$ cat config.mk
export PLATFORM = sky130hd
export DESIGN_NAME = instruction_fetch_stage
export DESIGN_NICKNAME = d
export VERILOG_FILES = /design/src/rtl/core_pkg.sv /design/src/rtl/instruction_fetch_stage_ifid_register.sv /design/src/rtl/instruction_fetch_stage.sv
export SDC_FILE = /design/constraint.sdc
export NUM_CORES = 1
export LEC_CHECK = 0
export BUFFER_PORTS_ARGS = -buffer_cell sky130_fd_sc_hd__clkbuf_2
export CAP_MARGIN = 25
export CORE_MARGIN = 5
export CORE_UTILIZATION = 53
export CTS_CLUSTER_SIZE = 20
export DETAILED_ROUTE_END_ITERATION = 16
export PLACE_DENSITY_LB_ADDON = 0.2
export SKIP_LAST_GASP = 1
export SYNTH_ARGS = -nofsm -noshare
export SYNTH_HDL_FRONTEND = slang
export SYNTH_SLANG_ARGS = --single-unit
$ cat constraint.sdc
create_clock -name clk -period 3.09 [get_ports clk]
set_input_delay 0.618 -clock clk [delete_from_list [all_inputs] [get_ports clk]]
set_output_delay 0.618 -clock clk [all_outputs]
set_load 0.05 [all_outputs]
$ cat src/rtl/core_pkg.sv
// core_pkg: constants shared across the core pipeline (PC select codes, NOP, default XLEN).
package core_pkg;
    localparam int XLEN_DEFAULT = 64;
    localparam logic [1:0] PCSEL_SEQ    = 2'b00;
    localparam logic [1:0] PCSEL_BRANCH = 2'b01;
    localparam logic [1:0] PCSEL_JALR   = 2'b10;
    localparam logic [1:0] PCSEL_TRAP   = 2'b11;
    localparam logic [31:0] INST_NOP = 32'h00000013;
endpackage

$ cat src/rtl/instruction_fetch_stage_ifid_register.sv
// ifid_register: pipeline register for pc/instruction/valid with load, hold and flush-to-bubble.
module ifid_register
    import core_pkg::*;
#(
    parameter int XLEN = XLEN_DEFAULT
) (
    input  logic            clk,
    input  logic            rst,
    input  logic            load_i,
    input  logic            flush_i,
    input  logic            valid_i,
    input  logic [XLEN-1:0] pc_i,
    input  logic [31:0]     inst_i,
    output logic            valid_o,
    output logic [XLEN-1:0] pc_o,
    output logic [XLEN-1:0] pc4_o,
    output logic [31:0]     inst_o
);
    logic            valid_q, valid_d;
    logic [XLEN-1:0] pc_q, pc_d;
    logic [31:0]     inst_q, inst_d;

    // A bubble keeps the previous pc so downstream never sees a spurious address change.
    always_comb begin
        valid_d = valid_q;
        pc_d    = pc_q;
        inst_d  = inst_q;
        if (flush_i) begin
            valid_d = 1'b0;
            inst_d  = INST_NOP;
        end else if (load_i) begin
            valid_d = valid_i;
            inst_d  = valid_i ? inst_i : INST_NOP;
            pc_d    = valid_i ? pc_i : pc_q;
        end
    end

    always_ff @(posedge clk) begin
        if (rst) begin
            valid_q <= 1'b0;
            pc_q    <= '0;
            inst_q  <= INST_NOP;
        end else begin
            valid_q <= valid_d;
            pc_q    <= pc_d;
            inst_q  <= inst_d;
        end
    end

    assign valid_o = valid_q;
    assign pc_o    = pc_q;
    assign pc4_o   = pc_q + XLEN'(4);
    assign inst_o  = inst_q;
endmodule

$ cat src/rtl/instruction_fetch_stage.sv
// instruction_fetch_stage: PC register, next-PC mux, fetch tracker and one-entry skid feeding the IF/ID register.
module instruction_fetch_stage
    import core_pkg::*;
#(
    parameter int              XLEN         = XLEN_DEFAULT,
    parameter logic [XLEN-1:0] RESET_VECTOR = '0,
    parameter logic [XLEN-1:0] TRAP_VECTOR  = XLEN'('h100)
) (
    input  logic            clk,
    input  logic            rst,
    input  logic [1:0]      pcSel_i,
    input  logic [XLEN-1:0] pcBranch_i,
    input  logic [XLEN-1:0] pcJalr_i,
    input  logic            pcStall_i,
    input  logic            ifidStall_i,
    output logic            imemEn_o,
    output logic [XLEN-1:0] imemAddr_o,
    input  logic [31:0]     imemData_i,
    output logic [XLEN-1:0] ifidPc_o,
    output logic [XLEN-1:0] ifidPc4_o,
    output logic [31:0]     ifidInst_o,
    output logic            ifidValid_o,
    output logic            misalignedTarget_o
);
    logic            redirect, skid_capture;
    logic [XLEN-1:0] target;
    logic [XLEN-1:0] pc_q, pc_d;
    logic            mis_q, mis_d;
    logic [XLEN-1:0] fetch_pc_q;
    logic            fetch_valid_q, fetch_valid_d;
    logic            skid_valid_q, skid_valid_d;
    logic [XLEN-1:0] skid_pc_q, skid_pc_d;
    logic [31:0]     skid_inst_q, skid_inst_d;

    assign redirect   = pcSel_i != PCSEL_SEQ;
    assign imemEn_o   = !rst && !pcStall_i;
    assign imemAddr_o = pc_q;
    assign misalignedTarget_o = mis_q;

    always_comb begin
        target = pcSel_i == PCSEL_BRANCH ? pcBranch_i :
                 pcSel_i == PCSEL_JALR   ? {pcJalr_i[XLEN-1:1], 1'b0} : TRAP_VECTOR;
        pc_d          = redirect ? {target[XLEN-1:2], 2'b00} : pcStall_i ? pc_q : pc_q + XLEN'(4);
        mis_d         = redirect && target[1];
        // The fetch issued in a redirect cycle is wrong-path and must never reach ID.
        fetch_valid_d = imemEn_o && !redirect;
        skid_capture  = ifidStall_i && fetch_valid_q && !redirect;
        skid_valid_d  = redirect ? 1'b0 : skid_capture ? 1'b1 : ifidStall_i ? skid_valid_q : 1'b0;
        skid_pc_d     = skid_capture ? fetch_pc_q : skid_pc_q;
        skid_inst_d   = skid_capture ? imemData_i : skid_inst_q;
    end

    always_ff @(posedge clk) begin
        if (rst) begin
            pc_q          <= RESET_VECTOR;
            mis_q         <= 1'b0;
            fetch_pc_q    <= '0;
            fetch_valid_q <= 1'b0;
            skid_valid_q  <= 1'b0;
            skid_pc_q     <= '0;
            skid_inst_q   <= INST_NOP;
        end else begin
            pc_q          <= pc_d;
            mis_q         <= mis_d;
            fetch_pc_q    <= pc_q;
            fetch_valid_q <= fetch_valid_d;
            skid_valid_q  <= skid_valid_d;
            skid_pc_q     <= skid_pc_d;
            skid_inst_q   <= skid_inst_d;
        end
    end

    ifid_register #(.XLEN(XLEN)) u_ifid (
        .clk     (clk),
        .rst     (rst),
        .load_i  (!ifidStall_i),
        .flush_i (redirect),
        .valid_i (skid_valid_q || fetch_valid_q),
        .pc_i    (skid_valid_q ? skid_pc_q : fetch_pc_q),
        .inst_i  (skid_valid_q ? skid_inst_q : imemData_i),
        .valid_o (ifidValid_o),
        .pc_o    (ifidPc_o),
        .pc4_o   (ifidPc4_o),
        .inst_o  (ifidInst_o)
    );
endmodule

# == After elaboration in Yosys (flattened, before gate mapping) ==
# Index checks and enable logic that the tools add are counted.
# word_totals
ff_bits,324
inputBits,166
output_inout_bits,227
# classes
add_sub_neg,2
eq_ne,4
mux,9
bitwise,2
n_reduce_logical,12
# ops
op,count
64-bit two-way mux,5
"64-bit by 3-bit adder with 64-bit output, second input constant",2
32-bit two-way mux,2
1-bit logical AND,5
"2-bit by 1-bit inequality test with 1-bit output, second input constant",2
1-bit zero test,3
3-bit AND reduction,1
"2-bit by 1-bit == test with 1-bit output, second input constant",1
"2-bit == test, second input constant",1
1-bit two-way mux,2
1-bit NOT,2
2-bit nonzero test,1
2-bit OR reduction,1
1-bit logical OR,1

# == Depth between registers and ports, before layout ==
# Gate-level depths: netlist of run 1.
# logic_depth
depth_word,4
depth_mapped,8
ltp_nobuf,7

# == By module ==
# A second synthesis of run 1 with hierarchy kept.
# unflattened
hier_cells,1978
area_unflattened_um2,15542.4
# modules_own_cells
module,instances,cells_each,area_per_inst_um2,seq_area_each_um2
instruction_fetch_stage,1,1352,10752.8,4424.2
ifid_register,1,626,4789.6,1941.9

# == Worst setup path before layout of run 1 ==
# Ideal clock, no wire load.
# synth_path
path_kind,reg2out
from,register u_ifid.pc_q[4] (netlist: u_ifid.pc_o[4])
to,output ifidPc4_o[39]
arrival_time_ns,2.916
required_time_ns,2.472
setup_slack_ns,-0.444
path_stages_with_launch,9
n_path_buf,2
cell_sequence,dfxtp_1 clkbuf_1 and4_1 nand4_1 nor2_1 and2_1 clkbuf_1 nand3_1 xnor2_1
# synth_between
elab_chain_len,1
# synth_lines
element,line_no,rtl
"start, declared",instruction_fetch_stage_ifid_register.sv:20,"logic [XLEN-1:0] pc_q, pc_d;"
"start signal, assigned",instruction_fetch_stage_ifid_register.sv:45,pc_q <= pc_d;
64-bit by 3-bit adder with 64-bit output,instruction_fetch_stage_ifid_register.sv:52,assign pc4_o = pc_q + XLEN'(4);
"end, declared",instruction_fetch_stage.sv:20,"output logic [XLEN-1:0] ifidPc4_o,"
# No other way between the ends.

# == Worst setup path after layout of run 1 ==
# layout_path
from,register u_ifid.pc_q[7] (netlist: u_ifid.pc_o[7])
to,output ifidPc4_o[47]
# The elaborated chain is that of the path after synthesis.

==> results of run 1 <==
-- layer usage --
metal / up-vias / routed length, µm / track usage, %
met5: - / 41 / 0
met4: 6 / 1510 / 9.25
met3: 109 / 4130 / 5.53
met2: 724 / 24200 / 50.5
met1: 7148 / 21000 / 40.4
li1: 7349 / - / -
-- flip-flops by register name (all words and copies together), names as in the netlist --
name,count
imemAddr_o,62
fetch_pc_q,62
skid_valid_q,1
skid_inst_q,32
u_ifid.valid_o,1
fetch_valid_q,1
u_ifid.inst_o,32
u_ifid.pc_o,62
misalignedTarget_o,1
skid_pc_q,62
-- path summary, 6_finish.rpt --
| kind | from | endpoint | cells after the start |
|---|---|---|---|
| worst max-delay path | u_ifid.pc_o[7]$_SDFFE_PP0P_ | ifidPc4_o[47] | 8 |
| worst min-delay path | imemData_i[29] | skid_inst_q[29]$_SDFFE_PP0P_ | 3 |
| worst max register to register | imemAddr_o[5]$_SDFFE_PP0P_ | imemAddr_o[53]$_SDFFE_PP0P_ | 6 |
| worst min register to register | fetch_pc_q[31]$_SDFF_PP0_ | skid_pc_q[31]$_SDFFE_PP0P_ | 2 |
-- final cells by class --
cell class | instances | share of cell area (%)
Clock buffer | 47 | 5.18
Clock inverter | 11 | 0.845
Inverter | 28 | 0.538
Multi-Input combinational cell | 1418 | 43.2
Sequential cell | 316 | 32.8
Tap cell | 378 | 2.42
Timing Repair Buffer | 463 | 15.0
-- stage by stage --
| stage | TNS, ns | cells |
|---|---|---|
| after detailed placement | 0 | 2585 |
| after global routing | -2.01 | 2661 |
| after floorplan | -0.0308 | 1911 |
| after CTS | -0.0750 | 2652 |
| final | -0.349 | 2661 |
| after global placement | 0 | 2585 |
-- tightest hold or removal path, stage by stage --
cell	delay, ns
clkbuf_2	0.09
nand2_1	0.05
a21oi_1	0.05
-- cells by family after synthesis --
family,after synthesis,synth area share [%]
buffers and inverters,177,4.65
multiplexers,65,4.40
adder cells (fa/ha/maj),2,0.169
AO/OA/AOI/OAI,483,19.6
other,1,0.0253
XOR/XNOR,73,4.31
AND/OR/NAND/NOR,789,24.1
flip-flops,316,42.7
-- cell usage in the layout (no fill, tap or decap), types with 7 or more instances in the layout --
| cell | Yosys | final |
|---|---|---|
| a211oi_1 | 83 | 83 |
| a21oi_1 | 256 | 256 |
| a221oi_1 | 11 | 11 |
| a22oi_1 | 23 | 23 |
| and3_1 | 17 | 11 |
| and4_1 | 13 | 9 |
| buf_12 | 0 | 21 |
| buf_2 | 2 | 7 |
| buf_4 | 6 | 72 |
| clkbuf_16 | 0 | 36 |
| clkbuf_2 | 0 | 346 |
| clkbuf_8 | 0 | 10 |
| dfxtp_1 | 316 | 287 |
| dfxtp_2 | 0 | 12 |
| dfxtp_4 | 0 | 17 |
| inv_1 | 28 | 28 |
| mux2i_1 | 64 | 64 |
| nand2_1 | 314 | 314 |
| nand3_1 | 58 | 48 |
| nand4_1 | 33 | 33 |
| nor2_1 | 225 | 217 |
| nor2b_1 | 53 | 51 |
| nor3_1 | 39 | 32 |
| nor4_1 | 13 | 10 |
| o21a_1 | 8 | 8 |
| o21ai_0 | 45 | 45 |
| o22ai_1 | 7 | 7 |
| o31a_1 | 7 | 7 |
| o31ai_1 | 10 | 10 |
| xnor2_1 | 53 | 27 |
| xnor2_2 | 0 | 21 |
| xor2_1 | 20 | 11 |
| xor2_2 | 0 | 9 |
-- timing repair --
item,in CTS,in global routing
buffers inserted,9,9
endpoints found under the setup margin,39,41
hold buffers,0,0
gates resized for setup,65,63
pin swaps,7,13
-- power breakdown --
part           internal [µW]  leakage [µW]  total, µW  switching (µW)
sequential              4140       0.00258       4250             108
clock                   2630      0.000580       4270            1640
combinational            315       0.00446        978             664
==> reports/results.tsv, run 1 <==
stage	metric	value	unit
outcome	status	complete, but fails checks	
outcome	violations	setup timing	
critical_path	cp_max_fo	6	
logic_synthesis	async_flop_share	0	%
critical_path	r2r_slack	0.56	ns
pwr	leakage	0.00762	µW
global_route	gr-total-overflow	0	
logic_synthesis	ys_top_cells_by_area	dfxtp_1, a21oi_1, nand2_1, nor2_1, mux2i_1	
critical_path	path_cells	and4_4 > nand4_1 > nor2_1 > buf_4 > and2_4 > nand3_2 > xnor2_4 > clkbuf_8	
critical_path	path_buf_inv	2	
timing	fin_worst_hold_slack	0.346	ns
timing	hold_viol_final	0	
logic_synthesis	yosysWarnings	0	
detailed_routing	ant_nets	0	
clock_tree	cts.sinks	316	
layout	utilization	70.6	%
timing	worst_slack	-0.0592	ns
pwr	power	9500	µW
clock_tree	cts_tree	built	
floorplanning	fp-row-count	61	
critical_path	cpLargestDelayFamily	simple AND/OR/NAND/NOR gates	
logic_synthesis	yosysTopAreaCellShare	42.7	%
detailed_routing	num_vias	15300	
logic_synthesis	synth_area	14800	µm²
logic_synthesis	ys_ff_latch	316	
timing	maxSlewViolCount	0	
detailed_routing	drtPass1Iterations	6	
layout	area_growth	31.9	%
floorplanning	die_area	31400	µm²
layout	seq_area	6400	µm²
run	maxCapViolCount	0	
global_route	grt_first_pass_wirelength	76700	µm
placement	place.gp.congestion	0.922	
logic_synthesis	synth_edf_count	0	
layout	drive_above_1_share	27.9	%
worst_hold_path	hold_class	in2reg	
layout	final.fill_count	2247	
clock_tree	clkLatencyLatePin	0.50	ns
logic_synthesis	synthFlopType	dfxtp_1	
critical_path	cp_slowest_cell	dfxtp_4	
layout	multiInputGateArea	8440	µm²
timing	period_share	102	%
logic_synthesis	ys_types	61	
timing	layout_min_cycle_time	3.15	ns
timing	worstMarginPinSlew	0.852	ns
logic_synthesis	synthCells	1906	
critical_path	critPathMaxStageDelay	0.37	ns
critical_path	worstSetupPathType	reg2out	
logic_synthesis	yosysSeqAreaShare	42.7	%
detailed_routing	wl	50900	µm
detailed_routing	wire_per_inst	19.1	µm
critical_path	critical_path_arrival	2.53	ns
timing	max_freq	0.318	GHz
floorplanning	core	27700	µm²
global_route	antenna_found_initial	3	
logic_synthesis	yosysMostFrequentCell	dfxtp_1	
global_route	grt_max_degree	188	
pwr	p_per_area	486	nW/µm²
timing	setup_viol	11	
clock_tree	path_clk_slew	0.06	ns
logic_synthesis	synth_top_cell_by_area	dfxtp_1	
placement	place_hpwl	35700	µm
critical_path	start_kind	flip-flop	
floorplanning	initial_core_util	53.5	%
floorplanning	die_width	177	µm
timing	fin_worst_skew	0.0184	ns
clock_tree	htree_levels	2	
layout	nets	2429	
placement	pre_cts_slack	0.0194	ns
global_route	grt_pass1_vias	14100	
detailed_routing	dr.first_iter.drc_count	1608	
floorplanning	die_height	177	µm
floorplanning	ios	393	
clock_tree	cts_inserted_buffers	34	
clock_tree	clk_path_buf_depth	3	
placement	post_dp_cell_area	17800	µm²
global_route	grt.total_usage	30.3	%
layout	fin_area	19500	µm²
critical_path	endpoint_kind	primary output	
pwr	max-vdd-ir-drop	0.499	mV
placement	port_buffers	384	
critical_path	cp.required	2.47	ns
logic_synthesis	syn_area_per_cell	7.78	µm²
layout	diodes	0	
detailed_routing	post-route-drc-count	0	
timing	rsz0062_at_grt	yes	
timing	slew-limit-headroom	43.2	%
logic_synthesis	yosys-top-cells-count	dfxtp_1, nand2_1, a21oi_1	
clock_tree	root_buffer	clkbuf_16	
detailed_routing	viasPerCell	5.76	
Power figures use the tool's default switching activity.
==> inputs of run 2 (changes only) <==
--- a/config.mk
+++ b/config.mk
@@ -8,11 +8,12 @@
 export BUFFER_PORTS_ARGS = -buffer_cell sky130_fd_sc_hd__clkbuf_2
 export CAP_MARGIN = 25
 export CORE_MARGIN = 5
-export CORE_UTILIZATION = 53
+export CORE_UTILIZATION = 54
 export CTS_CLUSTER_SIZE = 20
 export DETAILED_ROUTE_END_ITERATION = 16
 export PLACE_DENSITY_LB_ADDON = 0.2
 export SKIP_LAST_GASP = 1
 export SYNTH_ARGS = -nofsm -noshare
 export SYNTH_HDL_FRONTEND = slang
+export SYNTH_HIERARCHICAL = 1
 export SYNTH_SLANG_ARGS = --single-unit
==> reports/results.tsv, run 2 <==
stage	metric	value	unit
outcome	status	completed	
critical_path	crit_start	u_ifid/pc_o[14]$_SDFFE_PP0P_	
clock_tree	root_buffer	clkbuf_16	
detailed_routing	dr.first_iter.drc_count	1513	
placement	place.gp.congestion	0.900	
timing	period_share	99.6	%
critical_path	cp_slowest_cell	dfxtp_2	
floorplanning	die_height	180	µm
layout	drive_above_1_share	32.3	%
timing	fin_worst_hold_slack	0.303	ns
critical_path	cpLargestDelayFamily	simple AND/OR/NAND/NOR gates	
detailed_routing	viasPerCell	5.84	
clock_tree	path_clk_slew	0.06	ns
layout	final.fill_count	2284	
critical_path	cp.required	2.47	ns
critical_path	critical_path_arrival	2.46	ns
layout	seq_area	6480	µm²
logic_synthesis	yosysMostFrequentCell	nand2_1	
critical_path	cp_max_fo	7	
run	maxCapViolCount	0	
critical_path	start_kind	flip-flop	
layout	nets	2501	
detailed_routing	wire_per_inst	19.1	µm
logic_synthesis	yosysSeqAreaShare	41.0	%
floorplanning	die_width	180	µm
logic_synthesis	async_flop_share	0	%
critical_path	path_depth	7	
global_route	antenna_found_initial	0	
layout	layout_commonest_cell	nand2_1	
timing	slew-limit-headroom	46.7	%
pwr	max-vdd-ir-drop	0.455	mV
logic_synthesis	yosys-top-cells-count	nand2_1, dfxtp_1, a21oi_1	
floorplanning	initial_core_util	54.4	%
critical_path	path_cells	nand4_1 > nor3_4 > buf_6 > nand4_4 > nor4_4 > xor2_2 > clkbuf_4	
logic_synthesis	syn_area_per_cell	7.86	µm²
critical_path	r2r_slack	0.24	ns
timing	setup_viol	0	
global_route	grt.total_usage	29.8	%
layout	fin_area	19900	µm²
timing	hold_viol_final	0	
critical_path	endpoint	ifidPc4_o[46]	
logic_synthesis	yosysTopAreaCellShare	41.0	%
logic_synthesis	ys_top_cells_by_area	dfxtp_1, nand2_1, a21oi_1, mux2_2, nor2b_1	
timing	worstMarginPinSlew	0.800	ns
detailed_routing	wl	52300	µm
clock_tree	clkLatencyLatePin	0.56	ns
floorplanning	die_area	32300	µm²
timing	maxSlewViolCount	0	
placement	port_buffers	388	
critical_path	reg2reg_depth	7	
detailed_routing	ant_nets	0	
logic_synthesis	yosysWarnings	6	
placement	post_dp_cell_area	18200	µm²
critical_path	timing.rr.end	imemAddr_o[63]$_SDFFE_PP0P_	
clock_tree	cts.sinks	318	
logic_synthesis	synth_area	15500	µm²
logic_synthesis	synth_top_cell_by_area	dfxtp_1	
timing	fin_worst_skew	0.0208	ns
logic_synthesis	synthFlopType	dfxtp_1	
logic_synthesis	ys_ff_latch	318	
pwr	p_per_area	461	nW/µm²
clock_tree	cts_inserted_buffers	31	
clock_tree	cts_tree	built	
critical_path	critPathMaxStageDelay	0.39	ns
floorplanning	ios	393	
placement	place_hpwl	36800	µm
clock_tree	clk_path_buf_depth	3	
critical_path	endpoint_kind	primary output	
pwr	leakage	0.00796	µW
logic_synthesis	synth_edf_count	0	
detailed_routing	num_vias	16000	
layout	largest_register_ffs	64	
global_route	gr-total-overflow	0	
timing	rsz0062_at_grt	yes	
critical_path	path_buf_inv	2	
timing	layout_min_cycle_time	3.08	ns
global_route	grt_first_pass_wirelength	80800	µm
critical_path	worstSetupPathType	reg2out	
logic_synthesis	synthCells	1978	
timing	max_freq	0.325	GHz
global_route	grt_max_degree	124	
clock_tree	htree_levels	1	
floorplanning	core	28500	µm²
detailed_routing	drtPass1Iterations	10	
logic_synthesis	ys_types	64	
critical_path	reg2reg_from	imemAddr_o[13]$_SDFFE_PP0P_	
global_route	grt_pass1_vias	14800	
layout	multiInputGateArea	9050	µm²
detailed_routing	post-route-drc-count	0	
layout	diodes	0	
worst_hold_path	hold_class	in2reg	
floorplanning	fp-row-count	62	
layout	area_growth	27.8	%
layout	final_cell_mix	nand2_1, clkbuf_2, a21oi_1, dfxtp_1, nor2_1	
clock_tree	ctsHoldBuffers	0	
==> run 2: tightest hold or removal path: stages <==
cell and delay [ns]:
clkbuf_2 0.09, nand2_1 0.04, nand3b_1 0.06
==> run 2: final cells by class <==
cell class | count | area share, %
multi-input combinational | 1499 | 45.6
tap | 384 | 2.42
clock inverter | 15 | 1.05
sequential | 318 | 32.6
inverter | 25 | 0.472
timing repair buffer | 458 | 13.5
clock buffer | 41 | 4.40
==> run 2: stage by stage <==
step	utilization [%]	std cells	total power (µW)	setup WS [ns]	TNS, ns
after floorplan	-	1981	4910	-0.107	-0.165
after global placement	63.7	2666	5250	0.240	0
after detailed placement	63.7	2666	5270	0.173	0
after CTS	68.7	2730	9200	-0.0272	-0.0895
after global routing	69.6	2740	9450	-0.0919	-0.898
final	69.6	2740	9160	0.0119	0
==> run 2: cell families after synthesis <==
group	synth area share [%]
fa+ha+maj	0.161
simple gates	27.2
xor+xnor	3.78
flops	41.0
mux	7.15
buf+inv	4.17
other cells	0.0241
compound gates	16.6
==> run 2: worst min-delay path by stage <==
stage,endpoint,cells past startpoint,slack [ns],startpoint
final,skid_inst_q[4]$_SDFFE_PP1P_,3,0.30,imemData_i[4]
after global routing,skid_inst_q[8]$_SDFFE_PP0P_,3,0.30,imemData_i[8]
after CTS,misalignedTarget_o$_SDFF_PP0_,3,0.28,pcBranch_i[1]
after detailed placement,skid_pc_q[12]$_SDFFE_PP0P_,2,0.44,fetch_pc_q[12]$_SDFF_PP0_
after global placement,skid_pc_q[38]$_SDFFE_PP0P_,2,0.43,fetch_pc_q[38]$_SDFF_PP0_
after floorplan,skid_pc_q[10]$_SDFFE_PP0P_,2,0.43,fetch_pc_q[10]$_SDFF_PP0_
==> run 2: routing by layer <==
layer	GRT usage (%)	wire, µm
met1	41.3	22100
met2	47.1	23700
met4	8.41	1580
met5	0	0
met3	6.47	4960
==> run 2: where the power goes <==
group	total [µW]	leakage [µW]	switching, µW	internal (µW)
sequential	4270	0.00260	107	4160
combinational	912	0.00482	593	319
clock	3980	0.000533	1590	2400
==> run 2: timing repair <==
item,CTS,global route
gates resized for setup,90,74
gates cloned,1,0
pin swaps,9,17
endpoints found under the setup margin,39,38
endpoints found under the hold margin,0,0
setup buffers,7,10
==> inputs of run 3 (changes only) <==
--- a/config.mk
+++ b/config.mk
@@ -5,6 +5,7 @@
 export SDC_FILE = /design/constraint.sdc
 export NUM_CORES = 1
 export LEC_CHECK = 0
+export ABC_AREA = 1
 export BUFFER_PORTS_ARGS = -buffer_cell sky130_fd_sc_hd__clkbuf_2
 export CAP_MARGIN = 25
 export CORE_MARGIN = 5
==> reports/results.tsv, run 3 <==
stage	metric	value	unit
placement	place_hpwl	44100	µm
clock_tree	cts_tree	built	
global_route	grt.total_usage	33.5	%
clock_tree	path_clk_slew	0.06	ns
timing	hold_viol_final	0	
layout	diodes	0	
timing	rsz0062_at_grt	yes	
critical_path	path_buf_inv	3	
layout	area_growth	21.9	%
clock_tree	cts_inserted_buffers	34	
timing	maxSlewViolCount	0	
worst_hold_path	hold_class	in2reg	
layout	nets	3033	
pwr	p_sw	2530	µW
layout	final_cell_mix	nand2_1, nor2_1, clkbuf_2, dfxtp_1, o21ai_0	
floorplanning	core	29600	µm²
critical_path	path_cells	ha_1 > nand2_2 > nor2_4 > buf_4 > nand2_2 > nor2_4 > buf_4 > nand4_1 > nand2_1 > clkbuf_2	
layout	fin_cells	3278	
floorplanning	ios	393	
logic_synthesis	yosysWarnings	6	
layout	fin_area	19700	µm²
pwr	seqPwrFrac	44.8	%
pwr	swShare	25.9	%
pwr	p_int	7210	µW
placement	place.gp.congestion	0.978	
timing	slew-limit-headroom	30.9	%
detailed_routing	wl	58800	µm
floorplanning	initial_core_util	54.6	%
floorplanning	die_width	183	µm
critical_path	cp.required	2.47	ns
timing	setup_viol	0	
logic_synthesis	ys_ff_latch	318	
timing	fin_worst_skew	0.0193	ns
logic_synthesis	synth_edf_count	0	
global_route	antenna_found_initial	0	
clock_tree	root_buffer	clkbuf_16	
timing	fin_tns_setup	0	ns
pwr	clockPowerShare	44.9	%
logic_synthesis	async_flop_share	0	%
clock_tree	ctsHoldBuffers	0	
detailed_routing	wire_per_inst	17.9	µm
logic_synthesis	yosysMostFrequentCell	nand2_1	
timing	layout_min_cycle_time	3.03	ns
global_route	gr-total-overflow	0	
logic_synthesis	yosysSeqAreaShare	39.4	%
floorplanning	die_height	183	µm
logic_synthesis	yosys-top-cells-count	nand2_1, nor2_1, dfxtp_1	
run	maxCapViolCount	0	
detailed_routing	drtPass1Iterations	6	
critical_path	worstSetupPathType	reg2out	
layout	utilization	66.6	%
critical_path	cp_max_fo	4	
global_route	grt_first_pass_wirelength	90800	µm
timing	worstMarginPinSlew	1.04	ns
critical_path	endpoint_kind	primary output	
detailed_routing	ant_nets	0	
outcome	status	completed	
critical_path	critical_path_arrival	2.41	ns
layout	layout_commonest_cell	nand2_1	
logic_synthesis	ys_top_cells_by_area	dfxtp_1, nand2_1, nor2_1, o21ai_0, a21oi_1	
global_route	grt_pass1_vias	16800	
floorplanning	fp-row-count	63	
logic_synthesis	synth_top_cell_by_area	dfxtp_1	
clock_tree	clk_path_buf_depth	3	
detailed_routing	dr.first_iter.drc_count	1820	
pwr	max-vdd-ir-drop	0.381	mV
logic_synthesis	synth_area	16100	µm²
global_route	grt_max_degree	98	
timing	period_share	98.1	%
pwr	combPwrFrac	10.3	%
clock_tree	clkLatencyLatePin	0.52	ns
logic_synthesis	ys_types	33	
detailed_routing	num_vias	18100	
layout	drive_above_1_share	18.8	%
detailed_routing	post-route-drc-count	0	
critical_path	critPathMaxStageDelay	0.39	ns
timing	max_freq	0.330	GHz
logic_synthesis	synthCells	2543	
placement	dp_cells	3213	
critical_path	start_kind	flip-flop	
pwr	p_per_area	495	nW/µm²
detailed_routing	viasPerCell	5.52	
critical_path	r2r_slack	0.82	ns
clock_tree	cts.sinks	318	
logic_synthesis	synthFlopType	dfxtp_1	
layout	largest_register_ffs	64	
placement	post_dp_cell_area	18300	µm²
placement	port_buffers	388	
logic_synthesis	syn_area_per_cell	6.35	µm²
clock_tree	htree_levels	2	
floorplanning	die_area	33400	µm²
pwr	leakage	0.00891	µW
logic_synthesis	yosysTopAreaCellShare	39.4	%
critical_path	cp_slowest_cell	dfxtp_1	
critical_path	cpLargestDelayFamily	simple AND/OR/NAND/NOR gates	
## run 3: cell types whose count changed in the layout (fill, tap and decap cells not counted), moves of 29 or more
cell      before  now
nor2_1       105  541
nand2_1      409  763
o21ai_0       44  256
a21oi_1      298  122
inv_1         24  127
mux2_2        96    0
nor2b_1       83    0
dfxtp_1      266  312
nor3_1        47    1
a221oi_1       3   47
buf_4         63   20
nand4_1       48   17
nand3_1       50   80
a211oi_1      29    0
## run 3: final timing paths
kind / cells after the start / start / endpoint
hold / removal: 3 / pcBranch_i[1] / misalignedTarget_o$_SDFF_PP0_
setup / recovery: 10 / u_ifid/pc_o[3]$_SDFFE_PP0P_ / ifidPc4_o[48]
setup reg to reg: 10 / imemAddr_o[3]$_SDFFE_PP0P_ / imemAddr_o[28]$_SDFFE_PP0P_
hold reg to reg: 2 / skid_inst_q[0]$_SDFFE_PP1P_ / skid_inst_q[0]$_SDFFE_PP1P_
## run 3: cell type report
class,count,area (µm²)
Clock buffer,46,1010
Tap cell,390,488
Inverter,135,508
Fill cell,2703,9880
Multi-Input combinational cell,1961,8830
Clock inverter,13,193
Timing Repair Buffer,415,2280
Sequential cell,318,6370
## run 3: cells by family after synthesis
family                     count (synthesis)  share of synthesized area, %
xor gates and xnor gates                  35                          1.90
adders and majority gates                  2                         0.155
AOI/OAI and AO/OA                        462                          15.8
buffers and inverters                    267                          6.50
DFF                                      318                          39.4
other                                      1                        0.0232
and+or+nand+nor                         1458                          36.2
## run 3: tightest hold or removal path, cell delays in order
cell and delay (ns):
clkbuf_2 0.08, nand2_1 0.06, a21oi_1 0.06
## run 3: routing by layer
layer / global-route usage (%) / vias up / wire (µm)
met3: 5.12 / 100 / 5130
met1: 46.3 / 8244 / 25000
met2: 54.3 / 943 / 26700
met4: 10.3 / 0 / 1920
li1: - / 8809 / -
met5: 0 / - / 0
## run 3: metrics by stage
step / hold slack [ns] / total power (µW) / worst slack [ns]
2_1_floorplan: 0.429 / 5030 / 0.0110
3_3_place_gp: 0.438 / 5400 / 0.606
3_5_place_dp: 0.446 / 5420 / 0.555
4_1_cts: 0.334 / 9740 / 0.00989
5_1_grt: 0.353 / 10000 / -0.0541
6_report: 0.347 / 9730 / 0.0587
## run 3: power groups by stage
stage               registers [µW]  logic (µW)  clock network, µW
floorplan                     4620         414                  0
global placement              4440         960                  0
detailed placement            4450         973                  0
CTS                           4350         980               4400
global route                  4370        1080               4580
finish                        4360         999               4370
## run 3: what timing repair did
item                                    4_1_cts  5_1_grt
resized for setup                             0       36
buffers inserted                              0        4
endpoints found under the setup margin        0       23
